<file path="config.mk">
export PLATFORM = sky130hd
export DESIGN_NAME = adaptive_mul_ctrl
export DESIGN_NICKNAME = d
export VERILOG_FILES = /design/src/rtl/adaptive_mul_ctrl.sv
export SDC_FILE = /design/constraint.sdc
export NUM_CORES = 1
export LEC_CHECK = 0
export ABC_AREA = 1
export CAP_MARGIN = 10
export CELL_PAD_IN_SITES_DETAIL_PLACEMENT = 1
export CELL_PAD_IN_SITES_GLOBAL_PLACEMENT = 1
export CORE_MARGIN = 5
export CORE_UTILIZATION = 49
export DETAILED_ROUTE_END_ITERATION = 8
export GPL_ROUTABILITY_DRIVEN = 1
export PLACE_DENSITY = 0.95
export SLEW_MARGIN = 20
export SYNTH_ARGS = -nofsm -noshare
export SYNTH_HDL_FRONTEND = slang
export SYNTH_SLANG_ARGS = --single-unit
</file>
<file path="constraint.sdc">
create_clock -name clk -period 7.1 [get_ports clk]
set_clock_uncertainty 0.15 [all_clocks]
set_input_delay 1.42 -clock clk [delete_from_list [all_inputs] [get_ports clk]]
set_output_delay 1.42 -clock clk [all_outputs]
set_load 0.01 [all_outputs]
</file>
<file path="src/rtl/adaptive_mul_ctrl.sv">
// Iterative signed 32x32->64 radix-4 Booth multiplier with early termination.
// The narrower operand (more redundant sign bits) becomes the Booth multiplier,
// partial products accumulate in carry-save form, and one final add resolves.

// Leading-zero counter: returns 32 for an all-zero input.
module lzc32 (
  input  logic [31:0] x,
  output logic [5:0]  cnt
);
  // Ascending scan so the highest set bit determines the final count
  always_comb begin
    cnt = 6'd32;
    for (int unsigned i = 0; i < 32; i++) begin
      if (x[i]) cnt = 6'(31 - i);
    end
  end
endmodule

// 3:2 carry-save adder; carry output is pre-shifted with bit 0 left zero.
module csa_3_2 #(
  parameter int W = 64
) (
  input  logic [W-1:0] x,
  input  logic [W-1:0] y,
  input  logic [W-1:0] z,
  output logic [W-1:0] s,
  output logic [W-1:0] c
);
  assign s = x ^ y ^ z;
  assign c = {(x[W-2:0] & y[W-2:0]) | (x[W-2:0] & z[W-2:0]) | (y[W-2:0] & z[W-2:0]), 1'b0};
endmodule

module adaptive_mul_ctrl #(
  parameter int WIDTH = 32
) (
  input  logic               clk,
  input  logic               resetn,
  input  logic               start,
  output logic               in_ready,
  input  logic [WIDTH-1:0]   a,
  input  logic [WIDTH-1:0]   b,
  output logic               out_valid,
  input  logic               out_ready,
  output logic [2*WIDTH-1:0] product,
  output logic [4:0]         iter_count
);
  typedef enum logic [2:0] {S_IDLE, S_PREP, S_ITER, S_RESOLVE, S_DONE} state_t;

  state_t      state_q, state_d;
  logic [31:0] op_a, op_b;
  logic [32:0] m_bits;      // {M, M[-1]} shifted right two bits per digit
  logic [63:0] d_sh;        // sign-extended multiplicand, shifted left 2i
  logic [63:0] sum_q, carry_q;
  logic [4:0]  cnt_q;

  // Redundant sign-bit count: leading zeros of adjacent-bit differences
  logic [5:0]  lb_a, lb_b, lb_m, n_bits;
  logic [31:0] m_sel, d_sel;
  logic [4:0]  k_sel;

  lzc32 u_lzc_a (.x({op_a[31:1] ^ op_a[30:0], 1'b1}), .cnt(lb_a));
  lzc32 u_lzc_b (.x({op_b[31:1] ^ op_b[30:0], 1'b1}), .cnt(lb_b));

  // Operand selection and digit count; ties pick b as the multiplier
  always_comb begin
    if (lb_a > lb_b) begin
      m_sel = op_a;
      d_sel = op_b;
      lb_m  = lb_a;
    end else begin
      m_sel = op_b;
      d_sel = op_a;
      lb_m  = lb_b;
    end
    n_bits = 6'd32 - lb_m;
    k_sel  = 5'((n_bits + 6'd1) >> 1);
  end

  // Booth digit recode and partial product; negation is ~pp plus an LSB carry-in
  logic [2:0]  dig;
  logic        neg, is_zero, is_two;
  logic [63:0] pp, pp_in, csa_s, csa_c;

  always_comb begin
    dig     = m_bits[2:0];
    is_zero = (dig == 3'b000) || (dig == 3'b111);
    is_two  = (dig == 3'b011) || (dig == 3'b100);
    neg     = dig[2] && !is_zero;
    pp      = is_zero ? '0 : (is_two ? (d_sh << 1) : d_sh);
    pp_in   = neg ? ~pp : pp;
  end

  csa_3_2 #(.W(64)) u_csa (.x(sum_q), .y(carry_q), .z(pp_in), .s(csa_s), .c(csa_c));

  // State register
  always_ff @(posedge clk or negedge resetn) begin
    if (!resetn) state_q <= S_IDLE;
    else         state_q <= state_d;
  end

  // Next-state logic
  always_comb begin
    state_d = state_q;
    case (state_q)
      S_IDLE:    if (start) state_d = S_PREP;
      S_PREP:    state_d = S_ITER;
      S_ITER:    if (cnt_q == iter_count - 5'd1) state_d = S_RESOLVE;
      S_RESOLVE: state_d = S_DONE;
      S_DONE:    if (out_ready) state_d = S_IDLE;
      default:   state_d = S_IDLE;
    endcase
  end

  // Handshake outputs
  always_comb begin
    in_ready  = (state_q == S_IDLE);
    out_valid = (state_q == S_DONE);
  end

  // Datapath: operand capture, carry-save accumulation, final resolve
  always_ff @(posedge clk or negedge resetn) begin
    if (!resetn) begin
      op_a       <= '0;
      op_b       <= '0;
      m_bits     <= '0;
      d_sh       <= '0;
      sum_q      <= '0;
      carry_q    <= '0;
      cnt_q      <= '0;
      iter_count <= '0;
      product    <= '0;
    end else begin
      case (state_q)
        S_IDLE: begin
          if (start) begin
            op_a <= a;
            op_b <= b;
          end
        end
        S_PREP: begin
          m_bits     <= {m_sel, 1'b0};
          d_sh       <= {{32{d_sel[31]}}, d_sel};
          sum_q      <= '0;
          carry_q    <= '0;
          cnt_q      <= '0;
          iter_count <= k_sel;
        end
        S_ITER: begin
          sum_q   <= csa_s;
          carry_q <= csa_c | {63'd0, neg};
          m_bits  <= {{2{m_bits[32]}}, m_bits[32:2]};
          d_sh    <= d_sh << 2;
          cnt_q   <= cnt_q + 5'd1;
        end
        S_RESOLVE: product <= sum_q + carry_q;
        default: ;
      endcase
    end
  end
endmodule

</file>
==> impl_metrics.ini <==
[route]
vias = 21700
vias_per_cell = 6.26
routedWlPerCell_um = 24.6
drc = 0
drt_iter0_markers = 2446
wl_mm = 85.2
antenna_left = 0
dr.pass1.iters = 6

[clock_network]
clock-sinks = 366
cts_resized = 0
root_buffer = clkbuf_16
path_clk_slew_ns = 0.06
htreeDepth = 2
cts_tree = yes
clk_latency_ns = 0.61
cts_setup_buffers = 0
clk_path_buf_depth = 3
postCtsHoldBufs = 0
cts_buffers = 42

[sta]
hold_viol = 0
slew_headroom_pct = 28.4
worst_pin_slew_ns = 1.07
rsz0062_at_grt = no
fin_ws_ns = 1.31
max_freq_mhz = 173
slew_viol_final = 0
fin_crit_sh_pct = 81.5
fin_worst_hold_slack_ns = 0.327
tns_ns = 0
setup-violations-final = 0
min_period_ns = 5.79

[synthesis]
syn_area_per_cell_um2 = 8.20
netlist_area_mm2 = 0.0226
synth-xor-area-share_pct = 4.03
synth-seq-cells = 366
synthArstFlopShare_pct = 100
yosysWarnings = 0
ys_seq_area_share_pct = 40.5
synthAdderAreaFrac_pct = 9.60
synth-edff-count = 0
syn-num-nets = 2960
synthMuxAreaShare_pct = 2.19
synth_ff_type = dfrtp_1
syn_inst = 2757
yosys.area_share.simple_pct = 15.0
synth_compound_area_share_pct = 20.0
synth.distinct_cells = 52
synth_top_family_by_area = compound AO/OA/AOI/OAI gates

[floorplanning]
core_area_mm2 = 0.0455
chipWidth_um = 225
ios = 139
die_area_mm2 = 0.0505
die_y_um = 225
rows = 78
initial_utilization_pct = 49.7

[critical_path]
ff2ff_setup_slack_ns = 1.31
critical_path_class = flop to flop
cp-start-kind = flop
reg2reg_to = iter_count[3]
crit_top_cell = nand2_1
r2r_start = op_a[2]
cp.arrival_ns = 6.08
reg2regPathDepth = 44
worstPathRequired_ns = 7.39
crit_fanout = 82
cp_slowest_cell = inv_2
end_kind = flop
crit_family = simple AND/OR/NAND/NOR gates
cp_num_buf_inv = 4
cpPeakStageDelay_ns = 0.61

[place]
dp_hpwl_mm = 55.4
place_area_mm2 = 0.0245
port_buffers = 138
gp_congestion = 0.900
dp_slack_ns = 1.67

[global_routing]
grt_pass1_vias = 23600
antenna_found_initial = 0
grt_max_degree = 165
grt_overflow = 0
grt_pass1_wl_mm = 135
grtUsageTotal_pct = 33.4

[worst_hold_path]
hold_depth = 2
min_path_type = flop to flop
hold_end = product[50]
holdCritStartpoint = product[50]

[status]
status = complete, no violations

[finish]
n_antenna_cell = 0
drive_above_1_share_pct = 7.16
nNetsFinal = 3035
final_common_cell = nand2_1
area_growth_pct = 14.9
fillCellCount = 5405
final_cell_mix = 520 x nand2_1, 386 x inv_1, 366 x dfrtp_1
stdcell_area_mm2 = 0.0260

[run]
max_cap_viol_count = 0
## sequential cells by signal, indices dropped and copies added, names as in the netlist
name / count
sum_q: 64
m_bits: 33
product: 64
d_sh: 64
op_b: 32
op_a: 32
state_q: 3
iter_count: 5
cnt_q: 5
carry_q: 64
## cell usage after synthesis (5+ instances only)
| cell type | number | area (µm²) |
|---|---|---|
| nand2_1 | 524 | 1970 |
| inv_1 | 387 | 1450 |
| dfrtp_1 | 366 | 9160 |
| o21ai_0 | 281 | 1410 |
| nor2_1 | 189 | 709 |
| a21oi_1 | 142 | 711 |
| o22ai_1 | 129 | 807 |
| clkbuf_1 | 118 | 443 |
| xnor2_1 | 76 | 666 |
| ha_1 | 71 | 888 |
| o221ai_1 | 65 | 569 |
| fa_1 | 64 | 1280 |
| nand3_1 | 50 | 250 |
| mux2_2 | 43 | 484 |
| o211ai_1 | 41 | 308 |
| a31oi_1 | 36 | 225 |
| xor2_1 | 28 | 245 |
| or2_2 | 24 | 150 |
| nor3_1 | 13 | 65.1 |
| a21oi_2 | 9 | 78.8 |
| nand4_1 | 9 | 56.3 |
| o21ai_1 | 9 | 45.0 |
| o21ai_2 | 9 | 78.8 |
| nand2_2 | 8 | 50.1 |
| nand3b_1 | 6 | 45.0 |
| nor4_1 | 6 | 37.5 |
| buf_1 | 5 | 18.8 |
| inv_2 | 5 | 18.8 |
## routing by layer
layer / global-route usage [%] / routed length, µm / share of wire [%] / vias to the layer above
met5: 0 / 0 / 0 / -
met4: 14.1 / 4290 / 5.0 / 0
met2: 57.0 / 41300 / 49 / 1149
met3: 7.14 / 6580 / 7.7 / 340
li1: - / - / - / 9343
met1: 41.2 / 33000 / 39 / 10800
## worst min-delay path: stages (launching register included)
cell and delay (ns):
dfrtp_1 0.34, nand2_1 0.05, nand2_1 0.05
## through the flow
stage	utilization, %	cells
after CTS	57.1	3463
after detailed placement	53.8	3388
after floorplan	-	2757
after global placement	53.8	3388
final	57.1	3463
after global routing	57.1	3463
## worst max path at each step
stage / startpoint / to / slack [ns] / cells past startpoint
global placement: op_b[2] / iter_count[3] / 2.07 / 43
finish: op_a[2] / iter_count[3] / 1.31 / 44
CTS: op_a[2] / iter_count[3] / 1.47 / 44
global route: op_a[2] / iter_count[3] / 0.91 / 44
detailed placement: op_a[2] / iter_count[3] / 1.67 / 44
floorplan: op_b[2] / m_bits[24] / 3.40 / 42
## cell families (layout without fill, tap and decap cells)
group,Yosys count,in the layout
adder cells (fa/ha/maj),135,135
flip-flops,366,366
XOR/XNOR,104,104
buffers and inverters,519,625
AO/OA/AOI/OAI,751,751
AND/OR/NAND/NOR,838,838
multiplexers,44,44
## final cells by class
cell class	count	area [µm²]	share of cell area (%)
Sequential cell	366	9160	35.3
Clock inverter	16	287	1.10
Clock buffer	59	1210	4.68
Timing Repair Buffer	155	1530	5.89
Tap cell	600	751	2.89
Inverter	395	1490	5.73
Multi-Input combinational cell	1872	11500	44.4
Power is left out: the tool's default activity adds up to more than one toggle a clock period on the data nets, which glitch-free logic cannot reach.
